`src/rtl/mem_access_ctrl_if.sv`:
```
// Bus bundle between the phase sequencer / RAM side and mem_access_ctrl.
// Carries the fetch and data request channels, the RAM port and the
// response/status signals.
// Optional: MEM_ACCESS_STATS_EN adds fetchCount/loadCount/storeCount.
// Modports:
//   slave  - the controller (takes requests and memQ, drives RAM port and responses)
//   master - the sequencer/RAM environment (drives requests and memQ)
interface mem_access_ctrl_if #(
  parameter int unsigned DATA_WIDTH = 16,
  parameter int unsigned ADDR_WIDTH = 16
);
  // Request side
  logic                  fetchReq;
  logic [ADDR_WIDTH-1:0] fetchAddr;
  logic                  dataReq;
  logic                  dataWrite;
  logic [ADDR_WIDTH-1:0] dataAddr;
  logic [DATA_WIDTH-1:0] writeData;
  // RAM port
  logic [DATA_WIDTH-1:0] memQ;
  logic [ADDR_WIDTH-1:0] memAddress;
  logic [DATA_WIDTH-1:0] memData;
  logic                  memWren;
  // Responses and status
  logic [DATA_WIDTH-1:0] fetchData;
  logic                  fetchValid;
  logic [DATA_WIDTH-1:0] loadData;
  logic                  loadValid;
  logic                  storeDone;
  logic                  busy;
  logic                  reqError;
`ifdef MEM_ACCESS_STATS_EN
  logic [15:0]           fetchCount;
  logic [15:0]           loadCount;
  logic [15:0]           storeCount;

  modport slave (
    input  fetchReq, fetchAddr, dataReq, dataWrite, dataAddr, writeData, memQ,
    output memAddress, memData, memWren, fetchData, fetchValid, loadData,
           loadValid, storeDone, busy, reqError, fetchCount, loadCount, storeCount
  );
  modport master (
    output fetchReq, fetchAddr, dataReq, dataWrite, dataAddr, writeData, memQ,
    input  memAddress, memData, memWren, fetchData, fetchValid, loadData,
           loadValid, storeDone, busy, reqError, fetchCount, loadCount, storeCount
  );
`else
  modport slave (
    input  fetchReq, fetchAddr, dataReq, dataWrite, dataAddr, writeData, memQ,
    output memAddress, memData, memWren, fetchData, fetchValid, loadData,
           loadValid, storeDone, busy, reqError
  );
  modport master (
    output fetchReq, fetchAddr, dataReq, dataWrite, dataAddr, writeData, memQ,
    input  memAddress, memData, memWren, fetchData, fetchValid, loadData,
           loadValid, storeDone, busy, reqError
  );
`endif
endinterface

```
`src/rtl/mem_access_ctrl.sv`:
```
// Memory access controller: serialises instruction fetches (PC) and data
// loads/stores (DR) onto one single-port synchronous RAM with registered
// address, write data and write enable. Each request gets a one-cycle
// valid/done pulse; busy lets the sequencer stall; reqError is sticky.
// Optional: MEM_ACCESS_STATS_EN adds saturating 16-bit operation counters.
// Ports:
//   i_clock  - system clock, rising edge
//   i_resetN - asynchronous active-low reset
//   bus      - mem_access_ctrl_if.slave (requests, RAM port, responses)
// READ_LATENCY: RAM edges from registered address to valid memQ, legal 1..7.
module mem_access_ctrl #(
  parameter int unsigned DATA_WIDTH   = 16,
  parameter int unsigned ADDR_WIDTH   = 16,
  parameter int unsigned READ_LATENCY = 1
) (
  input logic              i_clock,
  input logic              i_resetN,
  mem_access_ctrl_if.slave bus
);

  localparam int unsigned CNT_W = 3;
  localparam int unsigned STAT_W = 16;

  typedef enum logic [1:0] {
    S_IDLE  = 2'd0,
    S_READ  = 2'd1,
    S_WRITE = 2'd2
  } state_t;

  state_t                r_state,        w_state_nxt;
  logic [CNT_W-1:0]      r_cnt,          w_cnt_nxt;
  logic                  r_is_fetch,     w_is_fetch_nxt;
  logic [ADDR_WIDTH-1:0] r_mem_address,  w_mem_address_nxt;
  logic [DATA_WIDTH-1:0] r_mem_data,     w_mem_data_nxt;
  logic                  r_mem_wren,     w_mem_wren_nxt;
  logic [DATA_WIDTH-1:0] r_fetch_data,   w_fetch_data_nxt;
  logic                  r_fetch_valid,  w_fetch_valid_nxt;
  logic [DATA_WIDTH-1:0] r_load_data,    w_load_data_nxt;
  logic                  r_load_valid,   w_load_valid_nxt;
  logic                  r_store_done,   w_store_done_nxt;
  logic                  r_busy,         w_busy_nxt;
  logic                  r_req_error,    w_req_error_nxt;
  logic                  w_any_req;

  assign w_any_req = bus.fetchReq | bus.dataReq;

  // Next-state and next-output logic
  always_comb begin
    w_state_nxt       = r_state;
    w_cnt_nxt         = r_cnt;
    w_is_fetch_nxt    = r_is_fetch;
    w_mem_address_nxt = r_mem_address;
    w_mem_data_nxt    = r_mem_data;
    w_mem_wren_nxt    = 1'b0;
    w_fetch_data_nxt  = r_fetch_data;
    w_fetch_valid_nxt = 1'b0;
    w_load_data_nxt   = r_load_data;
    w_load_valid_nxt  = 1'b0;
    w_store_done_nxt  = 1'b0;
    w_req_error_nxt   = r_req_error;

    case (r_state)
      S_IDLE: begin
        if (bus.dataReq) begin
          // Data channel has priority; a coincident fetch is dropped and flagged
          w_mem_address_nxt = bus.dataAddr;
          w_is_fetch_nxt    = 1'b0;
          if (bus.fetchReq) w_req_error_nxt = 1'b1;
          if (bus.dataWrite) begin
            w_mem_data_nxt = bus.writeData;
            w_mem_wren_nxt = 1'b1;
            w_state_nxt    = S_WRITE;
          end else begin
            w_cnt_nxt   = CNT_W'(READ_LATENCY);
            w_state_nxt = S_READ;
          end
        end else if (bus.fetchReq) begin
          w_mem_address_nxt = bus.fetchAddr;
          w_is_fetch_nxt    = 1'b1;
          w_cnt_nxt         = CNT_W'(READ_LATENCY);
          w_state_nxt       = S_READ;
        end
      end
      S_READ: begin
        if (w_any_req) w_req_error_nxt = 1'b1;
        // Counter hits zero in the cycle memQ is valid for the held address
        if (r_cnt == '0) begin
          if (r_is_fetch) begin
            w_fetch_data_nxt  = bus.memQ;
            w_fetch_valid_nxt = 1'b1;
          end else begin
            w_load_data_nxt  = bus.memQ;
            w_load_valid_nxt = 1'b1;
          end
          w_state_nxt = S_IDLE;
        end else begin
          w_cnt_nxt = r_cnt - CNT_W'(1);
        end
      end
      S_WRITE: begin
        if (w_any_req) w_req_error_nxt = 1'b1;
        w_store_done_nxt = 1'b1;
        w_state_nxt      = S_IDLE;
      end
      default: begin
        w_state_nxt = S_IDLE;
      end
    endcase

    w_busy_nxt = (w_state_nxt != S_IDLE);
  end

  // State and output registers
  always_ff @(posedge i_clock or negedge i_resetN) begin
    if (!i_resetN) begin
      r_state       <= S_IDLE;
      r_cnt         <= '0;
      r_is_fetch    <= 1'b0;
      r_mem_address <= '0;
      r_mem_data    <= '0;
      r_mem_wren    <= 1'b0;
      r_fetch_data  <= '0;
      r_fetch_valid <= 1'b0;
      r_load_data   <= '0;
      r_load_valid  <= 1'b0;
      r_store_done  <= 1'b0;
      r_busy        <= 1'b0;
      r_req_error   <= 1'b0;
    end else begin
      r_state       <= w_state_nxt;
      r_cnt         <= w_cnt_nxt;
      r_is_fetch    <= w_is_fetch_nxt;
      r_mem_address <= w_mem_address_nxt;
      r_mem_data    <= w_mem_data_nxt;
      r_mem_wren    <= w_mem_wren_nxt;
      r_fetch_data  <= w_fetch_data_nxt;
      r_fetch_valid <= w_fetch_valid_nxt;
      r_load_data   <= w_load_data_nxt;
      r_load_valid  <= w_load_valid_nxt;
      r_store_done  <= w_store_done_nxt;
      r_busy        <= w_busy_nxt;
      r_req_error   <= w_req_error_nxt;
    end
  end

  assign bus.memAddress = r_mem_address;
  assign bus.memData    = r_mem_data;
  assign bus.memWren    = r_mem_wren;
  assign bus.fetchData  = r_fetch_data;
  assign bus.fetchValid = r_fetch_valid;
  assign bus.loadData   = r_load_data;
  assign bus.loadValid  = r_load_valid;
  assign bus.storeDone  = r_store_done;
  assign bus.busy       = r_busy;
  assign bus.reqError   = r_req_error;

`ifdef MEM_ACCESS_STATS_EN
  logic [STAT_W-1:0] r_fetch_cnt, w_fetch_cnt_nxt;
  logic [STAT_W-1:0] r_load_cnt,  w_load_cnt_nxt;
  logic [STAT_W-1:0] r_store_cnt, w_store_cnt_nxt;

  // Saturating counters advance together with their completion pulse
  always_comb begin
    w_fetch_cnt_nxt = r_fetch_cnt;
    w_load_cnt_nxt  = r_load_cnt;
    w_store_cnt_nxt = r_store_cnt;
    if (w_fetch_valid_nxt && (r_fetch_cnt != '1)) w_fetch_cnt_nxt = r_fetch_cnt + STAT_W'(1);
    if (w_load_valid_nxt  && (r_load_cnt  != '1)) w_load_cnt_nxt  = r_load_cnt  + STAT_W'(1);
    if (w_store_done_nxt  && (r_store_cnt != '1)) w_store_cnt_nxt = r_store_cnt + STAT_W'(1);
  end

  always_ff @(posedge i_clock or negedge i_resetN) begin
    if (!i_resetN) begin
      r_fetch_cnt <= '0;
      r_load_cnt  <= '0;
      r_store_cnt <= '0;
    end else begin
      r_fetch_cnt <= w_fetch_cnt_nxt;
      r_load_cnt  <= w_load_cnt_nxt;
      r_store_cnt <= w_store_cnt_nxt;
    end
  end

  assign bus.fetchCount = r_fetch_cnt;
  assign bus.loadCount  = r_load_cnt;
  assign bus.storeCount = r_store_cnt;
`endif

endmodule

```
`src/flat_wrapper.sv`:
```
// flat-port wrapper written by rule: the top's interface ports become plain ports
module mem_access_ctrl_flat 
#(
  parameter int unsigned DATA_WIDTH   = 16,
  parameter int unsigned ADDR_WIDTH   = 16,
  parameter int unsigned READ_LATENCY = 1
)
  (i_clock, i_resetN, bus_fetchReq, bus_fetchAddr, bus_dataReq, bus_dataWrite, bus_dataAddr, bus_writeData, bus_memQ, bus_memAddress, bus_memData, bus_memWren, bus_fetchData, bus_fetchValid, bus_loadData, bus_loadValid, bus_storeDone, bus_busy, bus_reqError);
  mem_access_ctrl_if #(.DATA_WIDTH(DATA_WIDTH), .ADDR_WIDTH(ADDR_WIDTH)) bus_i ();
  input logic i_clock;
  input logic i_resetN;
  input wire logic [$bits(bus_i.fetchReq)-1:0] bus_fetchReq;
  input wire logic [$bits(bus_i.fetchAddr)-1:0] bus_fetchAddr;
  input wire logic [$bits(bus_i.dataReq)-1:0] bus_dataReq;
  input wire logic [$bits(bus_i.dataWrite)-1:0] bus_dataWrite;
  input wire logic [$bits(bus_i.dataAddr)-1:0] bus_dataAddr;
  input wire logic [$bits(bus_i.writeData)-1:0] bus_writeData;
  input wire logic [$bits(bus_i.memQ)-1:0] bus_memQ;
  output wire logic [$bits(bus_i.memAddress)-1:0] bus_memAddress;
  output wire logic [$bits(bus_i.memData)-1:0] bus_memData;
  output wire logic [$bits(bus_i.memWren)-1:0] bus_memWren;
  output wire logic [$bits(bus_i.fetchData)-1:0] bus_fetchData;
  output wire logic [$bits(bus_i.fetchValid)-1:0] bus_fetchValid;
  output wire logic [$bits(bus_i.loadData)-1:0] bus_loadData;
  output wire logic [$bits(bus_i.loadValid)-1:0] bus_loadValid;
  output wire logic [$bits(bus_i.storeDone)-1:0] bus_storeDone;
  output wire logic [$bits(bus_i.busy)-1:0] bus_busy;
  output wire logic [$bits(bus_i.reqError)-1:0] bus_reqError;
  assign bus_i.fetchReq = bus_fetchReq;
  assign bus_i.fetchAddr = bus_fetchAddr;
  assign bus_i.dataReq = bus_dataReq;
  assign bus_i.dataWrite = bus_dataWrite;
  assign bus_i.dataAddr = bus_dataAddr;
  assign bus_i.writeData = bus_writeData;
  assign bus_i.memQ = bus_memQ;
  assign bus_memAddress = bus_i.memAddress;
  assign bus_memData = bus_i.memData;
  assign bus_memWren = bus_i.memWren;
  assign bus_fetchData = bus_i.fetchData;
  assign bus_fetchValid = bus_i.fetchValid;
  assign bus_loadData = bus_i.loadData;
  assign bus_loadValid = bus_i.loadValid;
  assign bus_storeDone = bus_i.storeDone;
  assign bus_busy = bus_i.busy;
  assign bus_reqError = bus_i.reqError;
  mem_access_ctrl #(.DATA_WIDTH(DATA_WIDTH), .ADDR_WIDTH(ADDR_WIDTH), .READ_LATENCY(READ_LATENCY)) u_core (.i_clock(i_clock), .i_resetN(i_resetN), .bus(bus_i));
endmodule
```
`config.mk`:
```
export PLATFORM = sky130hd
export DESIGN_NAME = mem_access_ctrl_flat
export DESIGN_NICKNAME = d
export VERILOG_FILES = /design/src/rtl/mem_access_ctrl_if.sv /design/src/rtl/mem_access_ctrl.sv /design/src/flat_wrapper.sv
export SDC_FILE = /design/constraint.sdc
export NUM_CORES = 1
export LEC_CHECK = 0
export ABC_CLOCK_PERIOD_IN_PS = 5300
export BUFFER_PORTS_ARGS = -buffer_cell sky130_fd_sc_hd__buf_2
export CAP_MARGIN = 20
export CORE_UTILIZATION = 51
export DETAILED_ROUTE_END_ITERATION = 16
export PLACE_DENSITY = 0.85
export SLEW_MARGIN = 25
export SYNTH_ARGS = -nofsm -noshare
export SYNTH_HDL_FRONTEND = slang
export SYNTH_SLANG_ARGS = --single-unit
```
`constraint.sdc`:
```
create_clock -name i_clock -period 5.3 [get_ports i_clock]
set_input_delay 0.265 -clock i_clock [delete_from_list [all_inputs] [get_ports i_clock]]
set_output_delay 0.265 -clock i_clock [all_outputs]
set_load 0.05 [all_outputs]
```
After elaboration in Yosys (flattened, before gate mapping)
Index checks and enable logic that the tools add are counted.
Widths: inputs -> output; s select.
{"block": "word_totals", "in_bits": 69, "word_cells": 64, "output_inout_bits": 70, "register_bits": 76}
{"block": "op_classes", "eq_ne": 8, "n_addsub": 1, "n_mux": 27, "bitwise_logic": 2, "n_reduce_logical": 13}
{"operator": "$mux 16", "n": 2}
{"operator": "$mux 1", "n": 14}
{"operator": "$mux 3", "n": 4}
{"operator": "$reduce_and 3->1", "n": 3}
{"operator": "$mux 2", "n": 4}
{"operator": "$reduce_and 4->1", "n": 2}
{"operator": "$reduce_bool 2->1", "n": 4}
{"operator": "$ne 2x2->1 const B", "n": 3}
{"operator": "$ne 3x3->1 const B", "n": 2}
{"operator": "$pmux 3 s2", "n": 1}
{"operator": "$pmux 2 s2", "n": 1}
{"operator": "$logic_not 3->1", "n": 1}
{"operator": "$sub 3x1->3 const B", "n": 1}
{"operator": "$eq 2x1->1 const B", "n": 1}
{"operator": "$eq 2x2->1 const B", "n": 1}
{"operator": "$logic_not 2->1", "n": 1}
{"operator": "$ne 2x1->1 const B", "n": 1}
{"operator": "$pmux 1 s2", "n": 1}
{"operator": "$reduce_and 2->1", "n": 1}
{"operator": "$reduce_or 2->1", "n": 1}
{"operator": "$not 1->1", "n": 1}
{"operator": "$or 1x1->1", "n": 1}

Logic depth before layout (Yosys ltp)
Gate-level depths: netlist of the first run.
{"block": "depth", "ltp_word": 4, "depth_mapped": 7, "mapped_depth_nobuf": 6}

Worst setup path after synthesis of the first run
OpenSTA, ideal clock, no wires.
{"block": "synth_timing", "path_kind": "register to register", "start": "reg u_core.r_cnt[0]", "end": "reg u_core.r_load_data[0], in the netlist u_core.bus.loadData[0]", "t_required_ns": 5.175, "period_less_slack_ns": 1.661, "arrival_time_ns": 1.536, "path_buffers": 1, "stages_incl_launch_ff": 8, "setup_slack_ns": 3.639, "path_cell_list": "dfrtp_1 inv_1 ha_1 nor2b_4 nand2_4 nor2_8 buf_8 mux2_4"}
{"block": "synth_between", "elab_chain_len": 2}
{"element": "start: declaration", "line": "mem_access_ctrl.sv:31", "text": "logic [CNT_W-1:0] r_cnt, w_cnt_nxt;"}
{"element": "start signal: assignment", "line": "mem_access_ctrl.sv:131", "text": "r_cnt <= w_cnt_nxt;"}
{"element": "$logic_not 3->1", "line": "mem_access_ctrl.sv:87", "text": "if (r_cnt == '0) begin"}
{"element": "$reduce_and 3->1 (no source line)"}
{"element": "end signal: assignment", "line": "mem_access_ctrl.sv:138", "text": "r_load_data <= w_load_data_nxt;"}
{"element": "end: declaration", "line": "mem_access_ctrl.sv:38", "text": "logic [DATA_WIDTH-1:0] r_load_data, w_load_data_nxt;"}
Every way passes these cells.
A chain may end at the register's enable or synchronous reset.

Worst setup path after layout of the first run
{"block": "layout_timing", "start": "reg u_core.r_state[0]", "end": "reg u_core.r_mem_data[2], in the netlist u_core.bus.memData[2]"}
{"block": "layout_between", "elab_chain_len": 2}
{"element": "start: declaration", "line": "mem_access_ctrl.sv:30", "text": "state_t r_state, w_state_nxt;"}
{"element": "start signal: assignment", "line": "mem_access_ctrl.sv:130", "text": "r_state <= w_state_nxt;"}
{"element": "$logic_not 2->1", "line": "mem_access_ctrl.sv:62", "text": "case (r_state)"}
{"element": "$reduce_and 3->1 (no source line)"}
{"element": "end signal: assignment", "line": "mem_access_ctrl.sv:134", "text": "r_mem_data <= w_mem_data_nxt;"}
{"element": "end: declaration", "line": "mem_access_ctrl.sv:34", "text": "logic [DATA_WIDTH-1:0] r_mem_data, w_mem_data_nxt;"}
Every way passes these cells.

==> run metrics, run 1 <==
multi-input logic area between 1000 and 1500 sq um; status finished, final reports clean; RSZ-0062 raised after global routing false; post-route ant nets 0; effective utilization at floorplan a little over half; Worst-Margin Slew 0.8962 ns; core area 6061 sq um; worst-path maximum fanout 18; final hold vios 0; Fin Setup TNS 0 ns; critical path arrival 2.47 ns; crit path time final 2.263 ns; area grow syn2layout 28.36%; CTS clk-pin slew, worst paths about 0.070 ns; GRT Resource Usage Total 19.00%; drt drc 0; clock root buffer clkbuf_8; final wirelength approximately 6000 um; Seq cells post-synth 76; Yosys warnings 0; die extent in y 82.07 um; port bufs 138; critical path capture point type register; layout cells sized above 1 55.50%; GRT overflow 0; RD Place Congestion 0.7117; Via Count 2237; largest net degree at the start of global routing 77; R2R Setup Slk around 3 ns; fmax 442.0 MHz; # diodes 0; H-tree lvl count 3; met3 Use GR 3.667%; Die Area 6735 sq um; CTS Sinks 76; syn avg cell area 14.28 sq um; first-pass GRT wire length around 9600 um; CTS tree yes; M2 GR Usage 33.31%; sequential area share after synthesis 58.17%; clock skew 0.01280 ns; Layout fillers roughly 490; endpoints failing setup 0; Syn Inst Count between 200 and 250; vias in the first global route 2133; initial antenna violation count 0; Slew Limit Fails 0; gr busiest metal met2; DRT Pass-1 Iters 3; Num CTS Buffers 9; kind of critical path register to register; Critical Path Source Type register; met1 GRT Util 21.95%; row count 28; synthesized cell area roughly 3300 sq um; DIE WIDTH 82.07 um; Unique masters post-synth 33; Max transition margin roughly two fifths; crit share post-route 42.69%; Critical Path RT 5.50 ns; Net count, final 443; DR iter-0 viols 58; Hold Crit Class input port to register; HPWL Detailed ~4500 um; Post-CTS Setup Inserts 0; drt wl/cell 13.65 um; syn nets 303; worst skew pair latency approximately 0.33 ns; Max-Cap Viols 0; Reg area 1902 sq um; DR vias/cell 4.993; CTS Buffer Depth 2; boundary pin count about 140
stage by stage:
stage / hold WS (ns) / cells / worst slack [ns] / util [%] / cell area (sq um)
2_1_floorplan: -0.03059 / 229 / 3.639 / - / 3269
3_3_place_gp: 0.4583 / 431 / 3.167 / 65.48 / 3969
3_5_place_dp: 0.4654 / 431 / 3.080 / 65.48 / 3969
4_1_cts: 0.1005 / 446 / 3.063 / 68.62 / 4159
5_1_grt: 0.1469 / 448 / 2.905 / 69.24 / 4197
6_report: 0.1678 / 448 / 3.037 / 69.24 / 4197
cells in the final DEF, fill, tap and decap left out, drive strengths merged:
cell	count
bufinv	1
clkbuf	10
buf	139
a22o	3
mux2i	16
dlygate4sd3	1
nand2	20
and2	2
ha	5
o31ai	2
nor2	2
a21oi	3
dfrtp	76
nor2b	2
o21bai	1
a21o	2
a221o	1
clkinvlp	1
o21ai	19
clkinv	3
nand3	3
o32ai	1
mux2	48
and3	1
nand2b	1
o21a	1
o22ai	1
inv	8
critical path: stages, from the launching register on:
cell and delay [ns]:
dfrtp_1 0.39, inv_1 0.12, ha_1 0.39, and3_1 0.81, mux2_2 0.42
sequential cells by signal, summed over array words and instances, names as in the netlist, 2 cells and up:
name,count
u_core.bus.fetchData,16
u_core.bus.loadData,16
u_core.bus.memAddress,16
u_core.bus.memData,16
u_core.r_cnt,3
u_core.r_state,2
what timing repair did:
action / in CTS / in global routing
hold buffers: 0 / 1
endpoints found under the hold margin: 0 / 40
gates resized for setup: 0 / 0
cell families after synthesis:
kind of cell,count (synthesis),share of synthesized area [%]
AOI/OAI and AO/OA,34,6.315
buffers and inverters,19,3.712
muxes,64,24.42
adders and majority gates,5,1.914
DFF,76,58.17
and+or+nand+nor,31,5.473
synthesized netlist by cell type (all sizes together):
| cell | number | share of area (%) |
|---|---|---|
| o31ai | 2 | 0.46 |
| ha | 5 | 1.9 |
| mux2 | 48 | 20 |
| o32ai | 1 | 0.27 |
| clkbuf | 3 | 0.34 |
| a22o | 3 | 0.80 |
| nand2b | 1 | 0.19 |
| nor2 | 2 | 0.73 |
| a221o | 1 | 0.31 |
| nand2 | 20 | 2.5 |
| mux2i | 16 | 4.9 |
| and3 | 1 | 0.19 |
| buf | 8 | 2.4 |
| o21ai | 19 | 2.9 |
| a21oi | 3 | 0.46 |
| o21a | 1 | 0.23 |
| o22ai | 1 | 0.19 |
| nor2b | 2 | 0.61 |
| o21bai | 1 | 0.23 |
| a21o | 2 | 0.46 |
| inv | 8 | 0.92 |
| nand3 | 3 | 0.84 |
| and2 | 2 | 0.38 |
| dfrtp | 76 | 58 |
area by class of cell:
cell class | count | area share [%]
Clock buffer | 10 | 3.280
Clock inverter | 5 | 1.252
Inverter | 8 | 0.7156
Multi-Input combinational cell | 134 | 29.96
Sequential cell | 76 | 45.32
Tap cell | 75 | 2.236
Timing Repair Buffer | 140 | 17.23
final timing paths:
path	start	end	depth (start not counted)
worst max-delay path	u_core.r_state[0]	u_core.bus.memData[2]	4
worst min-delay path	bus_writeData[15]	u_core.bus.memData[15]	2
worst max register to register	u_core.r_state[0]	u_core.bus.memData[2]	4
worst min register to register	u_core.bus.memAddress[8]	u_core.bus.memAddress[8]	2
max in group asynchronous	i_resetN	u_core.bus.loadValid	3
min in group asynchronous	i_resetN	u_core.bus.memAddress[0]	2
per-layer routing:
layer / up-vias / part of all wire [%]
met5: - / 0
met4: 0 / 2.0
met3: 11 / 4.6
met2: 70 / 53
met1: 1079 / 41
li1: 1077 / -
Power of run 1 is left out: the tool's default activity adds up to more than one toggle a clock period on the data nets, which glitch-free logic cannot reach.
==> run 2, diff against run 1 <==
--- a/config.mk
+++ b/config.mk
@@ -5,12 +5,12 @@
 export SDC_FILE = /design/constraint.sdc
 export NUM_CORES = 1
 export LEC_CHECK = 0
-export ABC_CLOCK_PERIOD_IN_PS = 5300
+export ABC_CLOCK_PERIOD_IN_PS = 2100
 export BUFFER_PORTS_ARGS = -buffer_cell sky130_fd_sc_hd__buf_2
 export CAP_MARGIN = 20
-export CORE_UTILIZATION = 51
+export CORE_UTILIZATION = 48
 export DETAILED_ROUTE_END_ITERATION = 16
-export PLACE_DENSITY = 0.85
+export PLACE_DENSITY = 0.8
 export SLEW_MARGIN = 25
 export SYNTH_ARGS = -nofsm -noshare
 export SYNTH_HDL_FRONTEND = slang
==> constraint.sdc (replaced) <==
create_clock -name i_clock -period 2.1 [get_ports i_clock]
set_input_delay 0.105 -clock i_clock [delete_from_list [all_inputs] [get_ports i_clock]]
set_output_delay 0.105 -clock i_clock [all_outputs]
set_load 0.05 [all_outputs]
==> run 2 against run 1 <==
Highest routed layer unchanged. The run now ends with design-rule violations left. Count of clock-buffer cells in the layout down 1. Die area rose by 6.1%. Core utilization down 2.5 points. Worst hold slack worse by 0.16 ns. First-iteration DRC count is the same. Sequential share of layout area fell by 1.2 points.
==> run metrics, run 2 (synthesis gave the netlist of run 1 again) <==
row count 29 (+3.6%); Hold Crit Class input port to register; drt wl/cell 14.32 um (+4.9%); clock skew 0.01021 ns (-0.002594 ns); DRT Pass-1 Iters 10 (+7); RD Place Congestion 0.7171 (+0.76%); initial antenna violation count 0 (unchanged); most common cell after layout, fill and taps aside buf_2; Die Area 7145 sq um (+6.1%); Critical Path Source Type register; vias in the first global route 2290 (+7.4%); CTS clk-pin slew, worst paths 0.07 ns (about the same); die extent in y 84.53 um (+3.0%); HPWL Detailed 4619 um (+2.6%); critical path arrival 2.08 ns (-0.39 ns); crit share post-route 88.88% (+46 points); worst-path maximum fanout 17 (-1); GRT Resource Usage Total 19.24% (+0.24 points); multi-input logic area 1257 sq um (unchanged); Slew Limit Fails 0 (unchanged); final hold vios 0 (unchanged); fmax 535.7 MHz (+21%); CTS Buffer Depth 2 (unchanged); post-route ant nets 0 (unchanged); commonest cells after routing, fill and taps aside buf_2, dfrtp_1, mux2_4, mux2_2, nand2_1; Net count, final 455 (+2.7%); CTS tree yes; Critical Path RT 2.32 ns (-3.18 ns); H-tree lvl count 3 (unchanged); port bufs 138 (unchanged); GRT overflow 0 (unchanged); Max transition margin 55.93% (+16 points); Layout fillers 501 (+1.6%); worst skew pair latency 0.33 ns (about the same); critical path capture point type register; layout cells sized above 1 54.40% (-1.1 points); final wirelength 6631 um (+8.4%); RSZ-0062 raised after global routing false; first-pass GRT wire length 10710 um (+12%); DR iter-0 viols 58 (unchanged); largest net degree at the start of global routing 77 (unchanged); status finished with violations; area grow syn2layout 31.88%; kind of critical path register to register; effective utilization at floorplan 50.62% (-3.3 points); drt drc 16 (+16); # diodes 0 (unchanged); DR vias/cell 4.957 (-0.73%); Max-Cap Viols 0 (unchanged); boundary pin count 139 (unchanged); CTS Hold Bufs 6 (+6); Via Count 2295 (+2.6%); post-CTS sizing 0 (unchanged); core area 6459 sq um (+6.6%); endpoints failing setup 0 (unchanged); crit path time final 1.867 ns (-0.3960 ns); Post-CTS Setup Inserts 0 (unchanged); Reg area 1902 sq um (unchanged); clock root buffer clkbuf_8; Fin Setup TNS 0 ns (unchanged); DIE WIDTH 84.53 um (+3.0%); Num CTS Buffers 9 (unchanged); CTS Sinks 76 (unchanged); failing checks design-rule violations; Worst-Margin Slew 0.6586 ns (-0.2376 ns)
-- run 2: cell count changes in the layout (fill, tap and decap cells not counted), sizes merged --
cell	delta
dlygate4sd3	+10
buf	+2
clkinv	+2
bufinv	-1
clkbuf	-1
clkinvlp	+1
-- run 2: area by class of cell --
cell class / instances / area share (%)
flip-flops and latches: 76 / 44.11
multi-input cells: 134 / 29.16
repair buffers: 152 / 19.91
clock buffers: 9 / 2.873
well taps: 77 / 2.234
clock inverters: 7 / 1.016
inverters: 8 / 0.6965
-- run 2: worst paths after layout --
| check | startpoint | to | slack (ns) | cells after the start |
|---|---|---|---|---|
| max reg2reg | u_core.r_cnt[0] | u_core.bus.loadData[4] | 0.23 | 6 |
| max | u_core.r_cnt[0] | u_core.bus.loadData[4] | 0.23 | 6 |
| min in group asynchronous | i_resetN | u_core.bus.fetchData[12] | 0.25 | 2 |
| min reg2reg | u_core.bus.memAddress[1] | u_core.bus.memAddress[1] | 0.48 | 2 |
| min | bus_writeData[8] | u_core.bus.memData[8] | 0.009 | 2 |
| max in group asynchronous | i_resetN | u_core.bus.memAddress[10] | 1.29 | 3 |
-- run 2: critical path, cell delays in order (launching register included) --
cell and delay [ns]:
dfrtp_1 0.38, inv_1 0.11, ha_1 0.20, nor2b_4 0.27, nand2_4 0.09, nor2_8 0.32
mux2_2 0.38
-- run 2: per-stage QoR --
stage	utilization, %	instance area (sq um)	setup slack (ns)	hold slack, ns	cells
finish	66.76	4312	0.2334	0.009416	463
global route	66.76	4312	0.1267	0.0002875	463
CTS	65.44	4227	0.2313	0.001710	457
detailed placement	61.91	3999	0.2416	0.3105	435
global placement	61.91	3999	0.3390	0.3043	435
floorplan	-	3269	0.4393	-0.1906	229
-- run 2: per-layer routing --
layer  wire, um  share of wire, %  vias up  GRT usage, %
li1           -                 -     1103             -
met1       2815                42     1106         23.58
met2       3347                50       80         33.04
met3        402               6.1        6         5.113
met4         65              0.98        0         6.626
met5          0                 0        -             0
Power of run 2 is left out for the same reason.
